## src/rtl/uart_rx.sv

```systemverilog
// 8N1-style UART receiver: two-flop synchronizer, 2-of-3 majority vote at mid-bit,
// start-bit glitch rejection, one-cycle rx_valid / rx_ferr strobes.
module uart_rx #(
    parameter int CLK_HZ    = 12000000,
    parameter int BAUD      = 115200,
    parameter int DATA_BITS = 8
) (
    input  logic                 clk,
    input  logic                 rst,
    input  logic                 RX,
    output logic [DATA_BITS-1:0] rx_data,
    output logic                 rx_valid,
    output logic                 rx_ferr,
    output logic                 rx_busy
);

    localparam int N      = CLK_HZ / BAUD;
    localparam int H      = N / 2;
    localparam int TICK_W = $clog2(N);
    localparam int BIT_W  = $clog2(DATA_BITS + 1);

    if (N < 4) begin : g_n_check
        $error("uart_rx: CLK_HZ/BAUD must be at least 4");
    end

    typedef enum logic [2:0] {IDLE, START, DATA, STOP, BREAK} state_t;

    state_t               state_q, state_d;
    logic [1:0]           sync_q, sync_d;
    logic [1:0]           hist_q, hist_d;
    logic [TICK_W-1:0]    tick_q, tick_d;
    logic [BIT_W-1:0]     bit_q, bit_d;
    logic [DATA_BITS-1:0] shift_q, shift_d;
    logic [DATA_BITS-1:0] data_q, data_d;
    logic                 valid_q, valid_d;
    logic                 ferr_q, ferr_d;

    logic                 rx_s;
    logic                 m;
    logic                 tick_at_n;
    logic [DATA_BITS:0]   shift_ext;

    assign rx_s      = sync_q[1];
    assign m         = (rx_s & hist_q[0]) | (rx_s & hist_q[1]) | (hist_q[0] & hist_q[1]);
    assign tick_at_n = (tick_q == TICK_W'(N - 1));
    // New bit enters at the MSB so that after DATA_BITS shifts bit 0 holds the first bit sent.
    assign shift_ext = {m, shift_q};

    always_comb begin
        state_d = state_q;
        sync_d  = {sync_q[0], RX};
        hist_d  = {hist_q[0], rx_s};
        tick_d  = tick_at_n ? '0 : tick_q + TICK_W'(1);
        bit_d   = bit_q;
        shift_d = shift_q;
        data_d  = data_q;
        valid_d = 1'b0;
        ferr_d  = 1'b0;
        case (state_q)
            IDLE: begin
                tick_d = '0;
                bit_d  = '0;
                if (!rx_s) state_d = START;
            end
            START: begin
                if (tick_q == TICK_W'(H - 1)) begin
                    tick_d  = '0;
                    state_d = m ? IDLE : DATA;
                end
            end
            DATA: begin
                if (tick_at_n) begin
                    shift_d = shift_ext[DATA_BITS:1];
                    bit_d   = bit_q + BIT_W'(1);
                    if (bit_q == BIT_W'(DATA_BITS - 1)) state_d = STOP;
                end
            end
            STOP: begin
                if (tick_at_n) begin
                    if (m) begin
                        data_d  = shift_q;
                        valid_d = 1'b1;
                        state_d = IDLE;
                    end else begin
                        ferr_d  = 1'b1;
                        state_d = BREAK;
                    end
                end
            end
            // A held-low line stays here so it cannot retrigger a frame.
            BREAK: begin
                if (rx_s) state_d = IDLE;
            end
            default: state_d = IDLE;
        endcase
    end

    always_ff @(posedge clk) begin
        if (rst) begin
            state_q <= IDLE;
            sync_q  <= '1;
            hist_q  <= '1;
            tick_q  <= '0;
            bit_q   <= '0;
            shift_q <= '0;
            data_q  <= '0;
            valid_q <= 1'b0;
            ferr_q  <= 1'b0;
        end else begin
            state_q <= state_d;
            sync_q  <= sync_d;
            hist_q  <= hist_d;
            tick_q  <= tick_d;
            bit_q   <= bit_d;
            shift_q <= shift_d;
            data_q  <= data_d;
            valid_q <= valid_d;
            ferr_q  <= ferr_d;
        end
    end

    assign rx_data  = data_q;
    assign rx_valid = valid_q;
    assign rx_ferr  = ferr_q;
    assign rx_busy  = (state_q != IDLE);

endmodule

```

## config.mk

```make
export PLATFORM = sky130hd
export DESIGN_NAME = uart_rx
export DESIGN_NICKNAME = d
export VERILOG_FILES = /design/src/rtl/uart_rx.sv
export SDC_FILE = /design/constraint.sdc
export NUM_CORES = 1
export LEC_CHECK = 0
export ABC_AREA = 1
export CORE_ASPECT_RATIO = 1.25
export CORE_MARGIN = 2
export CORE_UTILIZATION = 30
export CTS_BUF_LIST = sky130_fd_sc_hd__clkbuf_4 sky130_fd_sc_hd__clkbuf_8
export DETAILED_ROUTE_END_ITERATION = 7
export PLACE_DENSITY = 0.53
export SYNTH_ARGS = -nofsm -noshare
export SYNTH_HDL_FRONTEND = slang
export SYNTH_SLANG_ARGS = --single-unit
```

## constraint.sdc

```tcl
create_clock -name clk -period 2 [get_ports clk]
set_clock_uncertainty 0.2 [all_clocks]
set_input_delay 0.4 -clock clk [delete_from_list [all_inputs] [get_ports clk]]
set_output_delay 0.4 -clock clk [all_outputs]
set_load 0.03 [all_outputs]
```

== Word-level counts from Yosys, hierarchy flattened ==
Cells that the tools add are included.

* Multiplexer cells: 16
* $mul: 0
* Reductions and logical operators: 8
* Bitwise operators: 7
* Divide/modulo/power cells: 0
* Equal/unequal tests: 13
* Shift-type cells: 0
* Order comparisons: 0
* $add $sub $neg: 2

{| class="wikitable"
|+ Operator list
! cell !! count
|-
| 3-bit 2-to-1 mux || 7
|-
| 3-bit one-hot mux with 5 select lines || 1
|-
| 7-bit 2-to-1 mux || 2
|-
| 7-bit one-hot mux with 2 select lines || 1
|-
| 2-bit != test (second input constant) || 6
|-
| 4-bit one-hot mux with 2 select lines || 1
|-
| 7-bit by 1-bit adder with 7-bit output (second input constant) || 1
|-
| 7-bit by 6-bit equality test with 1-bit output (second input constant) || 1
|-
| 7-bit equality test (second input constant) || 1
|-
| 3-bit by 2-bit equality test with 1-bit output (second input constant) || 2
|-
| 6-bit AND reduction || 1
|-
| 4-bit by 1-bit adder with 4-bit output (second input constant) || 1
|-
| 4-bit by 3-bit equality test with 1-bit output (second input constant) || 1
|-
| 4-bit 2-to-1 mux || 1
|-
| 2-bit AND reduction || 2
|-
| 1-bit AND || 3
|-
| 3-bit by 1-bit equality test with 1-bit output (second input constant) || 1
|-
| 3-bit equality test (second input constant) || 1
|-
| 3-bit zero test || 1
|-
| 3-bit AND reduction || 1
|-
| 3-bit nonzero test || 1
|-
| 3-bit OR reduction || 1
|-
| 1-bit 2-to-1 mux || 2
|-
| 2-bit 2-to-1 mux || 1
|-
| 3 further kinds || 5
|}

* Memories: 0
* Bits in read-only memories: 0
* Input bits: 3
* Output and inout bits: 11
* Latch bits: 0
* Bits in registers: 36
* Bits in writable memories: 0

== Depth between registers and ports, before layout ==
Gate-level depths: netlist (run 1).

* Word-level depth: 6
* Mapped depth: 9

== Least setup slack after synthesis (run 1) ==
OpenSTA, ideal clock, no wires.

* Path kind: reg-to-reg
* Start: register tick_q[0]
* End: register bit_q[1]
* Path slack: 0.535 ns
* Cell stages (with the launch flop): 8
* Path buffers: 1
* Data arrival time: 1.136 ns
* Cells stage by stage: dfxtp_1 ha_1 nand2_1 inv_1 nand4_1 buf_2 nand3_1 a21oi_2

* Cells in the longest elaborated chain, start to end: 3

{| class="wikitable"
|+ Ends and longest elaborated chain
! item !! RTL line !! source
|-
| from (decl) || 31 || <nowiki>logic [TICK_W-1:0] tick_q, tick_d;</nowiki>
|-
| from (signal assigned) || 113 || <nowiki>tick_q <= tick_d;</nowiki>
|-
| 7-bit equality test || 45 || <nowiki>assign tick_at_n = (tick_q == TICK_W'(N - 1));</nowiki>
|-
| 2-bit != test (no line) || n/a ||
|-
| 2-bit AND reduction (no line) || n/a ||
|-
| to (signal assigned) || 114 || <nowiki>bit_q <= bit_d;</nowiki>
|-
| to (decl) || 32 || <nowiki>logic [BIT_W-1:0] bit_q, bit_d;</nowiki>
|}

No other way between the ends.
A chain may end at the register's enable or synchronous reset.

== Worst setup path in the final report (run 1) ==
* Start: register state_q[2]
* End: output rx_busy

* Cells in the longest elaborated chain, start to end: 1

{| class="wikitable"
|+ Ends and longest elaborated chain
! item !! RTL line !! source
|-
| from (decl) || 28 || <nowiki>state_t state_q, state_d;</nowiki>
|-
| from (signal assigned) || 110 || <nowiki>state_q <= state_d;</nowiki>
|-
| 3-bit nonzero test || 125 || <nowiki>assign rx_busy = (state_q != IDLE);</nowiki>
|-
| to (decl) || 14 || <nowiki>output logic rx_busy</nowiki>
|}

No other way between the ends.

==> results.md, run 1 <==
- Worst Path Max Fanout: 8
- Initial Util: 0.3126
- Gpl congestion: between 0.7 and 0.8
- Antenna-violating nets left: 0
- FF-to-FF setup slack: about 350 ps
- Largest net degree at the start of global routing: 18
- Synth cell types: 26
- Setup_tns: 0 ps
- Setup Viol. Count Final: 0
- Yosys top cell by area: dfxtp_1
- # IOs: 14
- Setup bufs post-CTS: 0
- RR Endpoint: shift_q[7]$_SDFFE_PP0P_
- Final hold vios: 0
- Clock Latency Late Sink: roughly 280 ps
- Commonest cells after routing, fill and taps aside: 56 x nor2_1, 43 x nand2_1, 36 x dfxtp_1
- N_diodes: 0
- Power Dens Cells: between 1000 and 1500 mW/mm2
- Clk slew on worst S/H paths: 70 ps
- Worst r2r src: tick_q[0]$_SDFF_PP0_
- Period utilization: 0.9519
- Reg2reg path depth: 8
- Congestion Overflow GR: 0
- Layout cells sized above 1: 0.1368
- Via density: between 4 and 5
- CP endpoint kind: output port
- Drt wl/cell: ~10 um
- Routed met3 length: roughly 100 um
- CTS Buf Count: 5
- Yosys warning count: 0
- Synth top area share: 0.4539
- Routed wl met2: around 1.4 mm
- Layout net count: 239
- Chip Width: ~69 um
- Gr usage total: 0.1077
- Detail Placement HPWL: about 2.1 mm
- Pins Over Slew Limit: 0
- Final instance area: between 0.0015 and 0.002 mm2
- FF+latch count, synth: 36
- H-tree depth: 2
- Sink Count: 36
- Clock Tree Root: clkbuf_8
- Instance area after placement: 0.001779 mm2
- Cts hold-fix bufs: 0
- Longest Clk Path Bufs: 2
- Initial antenna violation count: 0
- Routed wire length: between 2 and 3 mm
- Worst Hold End: sync_q[1]$_SDFF_PP1_
- Resize count post-CTS: 0
- Worst IR Drop VDD: ~330 uV
- Row cnt: 29
- Final hold slack: ~220 ps
- RSZ-0062 raised after global routing: false
- Status: finished clean
- Minimum clock period: 1904 ps
- Post-Syn Nets: between 200 and 250
- Synth Cell Area: roughly 0.0016 mm2
- FMAX: approximately 530 MHz
- Critical path required time: 1400 ps
- WP data arrival: 1300 ps
- Crit start category: flop
- Leakage: ~0.86 nW
- Vert. Die Dim: ~85 um
- Full die area: 0.005894 mm2
- MaxCap Viol Count: 0
- DR DRC count: 0
- Seq/Total Area, Yosys: 0.4539
- Fillers: 539
- Mapped Cells: between 200 and 250
- Final core utilization: 0.3722
- Port-buffer cells: 13
- Kind of path behind the tightest hold check: reg2reg
- Max layer used: met4
- Vias in the first global route: roughly 1,200
- Avg Inst Size Synth: between 7 and 8 um2
- Hold Path Cell Cnt: 1
- Iteration count of the initial detailed-routing pass: 4
- Commonest non-fill, non-tap cell in the layout: nor2_1
- Vias: 1,260
- Synth-to-Final Area Change: 19.07%
- Setup CP Type: reg2out
- Synth top area cells: dfxtp_1 45%, nor2_1 13%, nand2_1 10%
- Hold path startpoint: sync_q[0]$_SDFF_PP1_
- M1 WL: 1.433 mm
- Rel. slew slack: 0.7710
- Initial DRC Count: between 40 and 50
- CTS tree: built
- Core area: 0.005080 mm2
- First-pass GRT wire length: about 5.1 mm
- Tightest Pin Transition: around 340 ps
-- cell usage after synthesis --
master,n
nor2_2,3
nor2_1,56
nand4_1,3
inv_2,3
nand3_1,7
buf_2,1
nand4_4,1
xnor2_1,3
nand3_2,1
buf_6,4
a21oi_1,3
clkinv_1,1
clkbuf_2,1
clkbuf_1,1
nor3_1,3
inv_1,18
nand2_1,43
or2_2,3
nor3_4,1
o21ai_0,7
a21oi_2,2
nand2_2,3
dfxtp_1,36
ha_1,3
xor2_1,4
o21ai_1,3
-- critical path, stage by stage, from the launching register on --
cell     delay (ps)
dfxtp_1         530
nor2_1          120
nand2_1         170
buf_4           200
-- cells by family (layout without fill, tap and decap cells) --
logic type	Yosys count	in the layout	share of synthesized area
AND/OR/NAND/NOR	124	124	0.3428
AO/OA/AOI/OAI	15	15	0.05200
XOR/XNOR	7	7	0.03861
buffers and inverters	29	49	0.08903
adder cells (fa/ha/maj)	3	3	0.02364
flip-flops	36	36	0.4539
-- per-stage QoR --
step / std cells / total power [mW] / setup WS [ps]
global placement: 288 / 1.327 / 352.0
finish: 296 / 1.954 / 96.29
global route: 296 / 2.062 / 28.04
CTS: 296 / 1.977 / 95.26
floorplan: 214 / 1.223 / 535.4
detailed placement: 288 / 1.333 / 313.9
-- worst max-delay path by stage --
stage	start	end	slack (ps)	cells past startpoint
6_report	state_q[2]$_SDFFE_PP0P_	rx_busy	100	3
4_1_cts	state_q[2]$_SDFFE_PP0P_	rx_busy	100	3
2_1_floorplan	tick_q[0]$_SDFF_PP0_	bit_q[1]$_SDFFE_PP0P_	540	7
3_5_place_dp	rst	shift_q[0]$_SDFFE_PP0P_	310	5
5_1_grt	state_q[2]$_SDFFE_PP0P_	rx_busy	30	3
3_3_place_gp	rst	shift_q[0]$_SDFFE_PP0P_	350	5
-- area by class of cell --
class	instances	area, um2	area share
Sequential cell	36	720.7	0.3812
Clock inverter	2	35.03	0.01853
Inverter	22	82.58	0.04368
Timing Repair Buffer	19	172.7	0.09133
Multi-Input combinational cell	149	725.7	0.3839
Tap cell	62	77.57	0.04103
Clock buffer	6	76.32	0.04037
-- report_power, final --
| part | leakage (nW) | internal [mW] | total (mW) | switching [mW] |
|---|---|---|---|---|
| Combinational | 0.508 | 0.153 | 0.491 | 0.338 |
| Clock | 0.0586 | 0.383 | 0.641 | 0.258 |
| Sequential | 0.291 | 0.761 | 0.822 | 0.0614 |
-- layer usage --
layer,global-route usage,vias up
met2,0.1862,17
met5,0,-
met3,0.03563,7
met4,0.04278,0
li1,-,692
met1,0.1222,544
-- registers in the layout, summed over array words and instances (netlist names) --
| signal | count |
|---|---|
| rx_data | 8 |
| hist_q | 2 |
| tick_q | 7 |
| sync_q | 2 |
| rx_ferr | 1 |
| rx_valid | 1 |
| bit_q | 4 |
| state_q | 3 |
| shift_q | 8 |
Power figures use the tool's default switching activity.
==> run 2: changes to the inputs <==
- CORE_MARGIN: 2 -> 10
- PLACE_DENSITY: 0.53 -> 0.55
- clock period: 2 -> 1.6 ns (I/O delays scaled with it)
==> results.md, run 2 (synthesis gave the netlist of run 1 again) <==
- CP endpoint kind: flop
- RR Endpoint: state_q[2]$_SDFFE_PP0P_
- Hold Path Cell Cnt: 1 (unchanged)
- Detail Placement HPWL: 2.328 mm (+9.6%)
- Power Dens Cells: 1184 mW/mm2 (+15%)
- FF-to-FF setup slack: 50 ps (-300 ps)
- Congestion Overflow GR: 0 (unchanged)
- Cts hold-fix bufs: 0 (unchanged)
- Port-buffer cells: 13 (unchanged)
- Commonest non-fill, non-tap cell in the layout: nor2_1
- # IOs: 14 (unchanged)
- Gr usage total: 0.07414 (-0.03352)
- Minimum clock period: between 1500 and 2000 ps
- Worst Hold End: sync_q[1]$_SDFF_PP1_
- Commonest cells after routing, fill and taps aside: 53 x nor2_1, 38 x nand2_1, 30 x dfxtp_1
- Setup ws final: 46.43 ps (-49.86 ps)
- Fillers: 525 (-2.6%)
- Leakage: 1.022 nW (+19%)
- MaxCap Viol Count: 0 (unchanged)
- Synth-to-Final Area Change: 34.99%
- Gpl congestion: 0.8005 (+2.9%)
- Rel. slew slack: 0.7917 (+0.02073)
- Worst path cell trace: inv_2, nor3_4, buf_4, buf_4, nand2_1, nand4_1, nand2_1, nor2_1
- Buf+Inv Stages, Crit Path: 3 (+2)
- First-pass GRT wire length: 5.292 mm (+4.1%)
- Via density: 4.463 (+4.9%)
- Crit-path leading delay family: simple AND/OR/NAND/NOR gates
- Final hold vios: 0 (unchanged)
- Tightest Pin Transition: 313.7 ps (-29.37 ps)
- Worst Path Max Fanout: 6 (-2)
- Full die area: 0.008621 mm2 (+46%)
- Setup Slack @ Placement: 6.763 ps (-307.1 ps)
- Largest net degree at the start of global routing: 18 (unchanged)
- Critical path required time: 1630 ps (+230 ps)
- N_diodes: 0 (unchanged)
- CP max stage cell: dfxtp_4
- Reg2reg path depth: 8 (unchanged)
- Iteration count of the initial detailed-routing pass: 4 (unchanged)
- Drt wl/cell: 11.23 um (+12%)
- DR DRC count: 0 (unchanged)
- Setup Viol. Count Final: 0 (unchanged)
- Placed insts: 299 (+3.8%)
- Hold path startpoint: sync_q[0]$_SDFF_PP1_
- Clock Latency Late Sink: 290 ps (about the same)
- Row cnt: 29 (unchanged)
- Period utilization: 0.9710
- Clock Tree Root: clkbuf_8
- Vias in the first global route: 1,234 (+4.9%)
- H-tree depth: 2 (unchanged)
- Final hold slack: 212.1 ps (-7.787 ps)
- CP max stage delay: 400 ps (-130 ps)
- Worst IR Drop VDD: 554.9 uV (+70%)
- Setup CP Type: reg2reg
- Clk slew on worst S/H paths: 80 ps (about the same)
- Crit start category: flop
- Antenna-violating nets left: 0 (unchanged)
- FMAX: 643.7 MHz
- Initial antenna violation count: 0 (unchanged)
- Longest Clk Path Bufs: 2 (unchanged)
- Chip Width: 85.07 um (+23%)
- CTS tree: built
- Core area: 0.005116 mm2 (+0.71%)
- Final Non-Filler Cells: 315 (+6.4%)
- Status: finished clean
- Sink Count: 36 (unchanged)
- WP data arrival: 1580 ps (+280 ps)
- Kind of path behind the tightest hold check: reg2reg
- Initial Util: 0.3103 (-0.002217)
- Vias: 1,406 (+12%)
- Layout cells sized above 1: 0.2806 (+0.1439)
- Layout net count: 258 (+7.9%)
- Initial DRC Count: 53 (+23%)
- Routed wire length: 3.539 mm (+19%)
- Pins Over Slew Limit: 0 (unchanged)
- Vert. Die Dim: 101.3 um (+19%)
- Worst r2r src: state_q[1]$_SDFFE_PP0P_
- CTS Buf Count: 5 (unchanged)
run 2: changes by cell type in the layout (fill, tap and decap cells not counted), sizes merged:
| cell | previous run | this run |
|---|---|---|
| bufinv | 1 | 0 |
| nand4 | 4 | 6 |
| clkdlybuf4s50 | 12 | 2 |
| clkdlybuf4s15 | 0 | 3 |
| dlygate4sd2 | 0 | 7 |
| buf | 7 | 24 |
| clkinvlp | 0 | 2 |
| clkbuf | 6 | 5 |
run 2: repair_timing:
item                                    in CTS  in global routing
cloned                                       0                  2
setup buffers                                0                  6
pin swaps                                    0                  6
resized for setup                           16                 28
endpoints found under the setup margin      14                 33
run 2: worst max-delay path by stage:
stage / start / endpoint / slack (ps) / cells after the start
final: state_q[1]$_SDFFE_PP0P_ / state_q[2]$_SDFFE_PP0P_ / 50 / 8
after global routing: state_q[1]$_SDFFE_PP0P_ / rx_data[1]$_SDFFE_PP0P_ / -2 / 7
after CTS: state_q[2]$_SDFFE_PP0P_ / rx_busy / 1 / 3
after detailed placement: state_q[2]$_SDFFE_PP0P_ / state_q[2]$_SDFFE_PP0P_ / 7 / 8
after global placement: state_q[2]$_SDFFE_PP0P_ / state_q[1]$_SDFFE_PP0P_ / -4 / 7
after floorplan: tick_q[0]$_SDFF_PP0_ / bit_q[1]$_SDFFE_PP0P_ / 140 / 7
run 2: report_power, final:
group | internal [mW] | switching (mW) | total, mW
clock network | 0.308 | 0.346 | 0.654
registers | 0.968 | 0.0893 | 1.06
logic | 0.335 | 0.491 | 0.826
total | 1.61 | 0.926 | 2.54
run 2: final cells by class:
class	count	area, um2	share of cell area
Inverter	22	82.58	0.03853
Tap cell	62	77.57	0.03619
Clock inverter	3	23.77	0.01109
Timing Repair Buffer	36	324.1	0.1512
Clock buffer	5	68.82	0.03211
Sequential cell	36	733.2	0.3421
Multi-Input combinational cell	151	833.3	0.3888
run 2: metal layers:
metal  vias to the layer above  GRT usage  routed length, um
met1                       639    0.08114               1583
met4                         0    0.03426                 47
met2                        21     0.1212               1749
li1                        740          -                  -
met3                         6    0.03213                158
met5                         -          0                  0
run 2: stage by stage:
| stage | util | total power [mW] | setup TNS [ps] | cell area, um2 |
|---|---|---|---|---|
| 6_report | 0.4189 | 2.538 | 0 | 2143 |
| 5_1_grt | 0.4189 | 2.704 | -6.446 | 2143 |
| 4_1_cts | 0.3849 | 2.437 | 0 | 1969 |
| 3_5_place_dp | 0.3663 | 1.736 | 0 | 1874 |
| 3_3_place_gp | 0.3663 | 1.734 | -4.954 | 1874 |
| 2_1_floorplan | - | 1.529 | 0 | 1588 |
==> run 3: changes to the inputs <==
- CORE_ASPECT_RATIO: 1.25 -> 1.5
==> results.md, run 3 (synthesis gave the netlist of run 1 again) <==
- Sink Count: 36 (unchanged)
- Crit-path leading delay family: buffers and inverters
- Vias in the first global route: 1,328 (+7.6%)
- Via density: 4.342 (-2.7%)
- Largest net degree at the start of global routing: 18 (unchanged)
- Period utilization: 0.9720 (+0.0009824)
- First-pass GRT wire length: 5.423 mm (+2.5%)
- Worst IR Drop VDD: 456.2 uV (-18%)
- Setup CP Type: reg2out
- Chip Width: 79.40 um (-6.7%)
- Row cnt: 32 (+10%)
- Routed wire length: 3.514 mm (-0.71%)
- WP data arrival: 1040 ps (-540 ps)
- N_diodes: 0 (unchanged)
- Comb pwr share: 0.316 (-0.010)
- Detail Placement HPWL: 2.422 mm (+4.1%)
- Initial DRC Count: 42 (-21%)
- Commonest non-fill, non-tap cell in the layout: nor2_1
- Gpl congestion: 0.7636 (-4.6%)
- Layout cells sized above 1: 0.2724 (-0.008259)
- CP endpoint kind: output port
- Critical path required time: 1080 ps (-550 ps)
- Pins Over Slew Limit: 0 (unchanged)
- Final Non-Filler Cells: 325 (+3.2%)
- Clock power share: 0.298 (+0.040)
- # IOs: 14 (unchanged)
- Power Dens Cells: 1249 mW/mm2 (+5.5%)
- CP max stage cell: dlygate4sd2_1
- Longest Clk Path Bufs: 2 (unchanged)
- Drt wl/cell: 10.81 um (-3.8%)
- Hold path startpoint: sync_q[0]$_SDFF_PP1_
- RSZ-0062 raised after global routing: true
- Vert. Die Dim: 109.1 um (+7.7%)
- Gr usage total: 0.07850 (+0.004356)
- Kind of path behind the tightest hold check: reg2reg
- Worst path cell trace: dlygate4sd2_1
- Initial antenna violation count: 0 (unchanged)
- Crit start category: flop
- H-tree depth: 2 (unchanged)
- Status: finished clean
- Fillers: 570 (+8.6%)
- Clock Tree Root: clkbuf_8
- Iteration count of the initial detailed-routing pass: 4 (unchanged)
- Setup Slack @ Placement: -5.745 ps (-12.51 ps)
- Cts hold-fix bufs: 0 (unchanged)
- Minimum clock period: 1555 ps (+1.572 ps)
- Leakage: 1.026 nW (+0.41%)
- Clk slew on worst S/H paths: 70 ps (about the same)
- Vias: 1,411 (+0.36%)
- Core area: 0.005125 mm2 (+0.17%)
- Psw: 923.8 uW (-0.29%)
- CTS tree: built
- Worst r2r src: tick_q[1]$_SDFF_PP0_
- FMAX: 643.0 MHz (-0.10%)
- Synth-to-Final Area Change: 35.15%
- Commonest cells after routing, fill and taps aside: 53 x nor2_1, 41 x nand2_1, 31 x dfxtp_1
- Port-buffer cells: 13 (unchanged)
- Congestion Overflow GR: 0 (unchanged)
- CP max stage delay: 410 ps (about the same)
- Full die area: 0.008663 mm2 (+0.49%)
- Clock Latency Late Sink: 290 ps (about the same)
- Sequential share of power: 0.386 (-0.031)
- Rel. slew slack: 0.7925 (+0.0008400)
- Tightest Pin Transition: 312.5 ps (-1.265 ps)
- Placed insts: 309 (+3.3%)
- Buf+Inv Stages, Crit Path: 1 (-2)
- Initial Util: 0.3098 (-0.0005304)
- Layout net count: 262 (+1.6%)
- Final hold vios: 0 (unchanged)
- CTS Buf Count: 5 (unchanged)
- DR DRC count: 0 (unchanged)
- Switching Share: 0.3446 (-0.02052)
- Setup ws final: 44.86 ps (-1.572 ps)
- Setup Viol. Count Final: 0 (unchanged)
- Critical Path Start: rx_data[2]$_SDFFE_PP0P_
- Worst Path Max Fanout: 2 (-4)
- Antenna-violating nets left: 0 (unchanged)
- MaxCap Viol Count: 0 (unchanged)
- Cell Int Power: 1.757 mW (+9.1%)
==> run 3: cell types whose count changed in the layout (fill, tap and decap cells not counted), moves of 2 or more <==
cell	delta
buf_4	+7
ha_4	-2
clkdlybuf4s15_1	-2
inv_1	+2
nand2_2	-3
ha_2	+2
inv_2	-2
dlygate4sd2_1	+2
buf_12	-2
nand2_1	+3
==> run 3: worst paths after layout <==
kind / to / slack [ps] / cells after the start
setup / recovery: rx_data[2] / 40 / 1
hold / removal: sync_q[1]$_SDFF_PP1_ / 220 / 1
setup reg to reg: bit_q[2]$_SDFFE_PP0P_ / 80 / 7
hold reg to reg: sync_q[1]$_SDFF_PP1_ / 220 / 1
==> run 3: layout make-up <==
cell class | instances | area, um2 | share of cell area
multi-input combinational | 151 | 814.5 | 0.3796
inverter | 22 | 82.58 | 0.03848
timing repair buffer | 40 | 322.8 | 0.1504
sequential | 36 | 729.5 | 0.3399
clock buffer | 5 | 68.82 | 0.03207
clock inverter | 3 | 42.54 | 0.01983
tap | 68 | 85.08 | 0.03965
==> run 3: layer usage <==
| layer | share of wire | vias to the layer above | track usage |
|---|---|---|---|
| met4 | 0.016 | 0 | 0.03470 |
| met5 | 0 | - | 0 |
| li1 | - | 745 | - |
| met3 | 0.035 | 7 | 0.03130 |
| met2 | 0.54 | 11 | 0.1485 |
| met1 | 0.40 | 648 | 0.07129 |
==> run 3: per-stage QoR <==
stage | hold WS (ps) | utilization | instance area, um2 | total power, mW | setup TNS, ps
after floorplan | 189.5 | - | 1588 | 1.529 | 0
after global placement | 192.5 | 0.3706 | 1899 | 1.756 | 0
after detailed placement | 204.0 | 0.3706 | 1899 | 1.754 | -14.74
after CTS | 220.9 | 0.3970 | 2034 | 2.597 | 0
after global routing | 239.7 | 0.4187 | 2146 | 2.840 | -32.58
final | 218.3 | 0.4187 | 2146 | 2.681 | 0
==> run 3: power by group through the flow <==
stage	Combinational [mW]	Clock (mW)	Sequential [mW]
finish	0.848	0.798	1.03
floorplan	0.515	0	1.01
CTS	0.769	0.815	1.01
global placement	0.716	0	1.04
detailed placement	0.714	0	1.04
global route	0.954	0.849	1.04
==> run 3: repair_timing <==
| item | CTS | global route |
|---|---|---|
| pin swaps | 2 | 4 |
| resized for setup | 13 | 21 |
| buffers inserted | 4 | 2 |
| gates cloned | 0 | 2 |
| endpoints found under the setup margin | 18 | 29 |
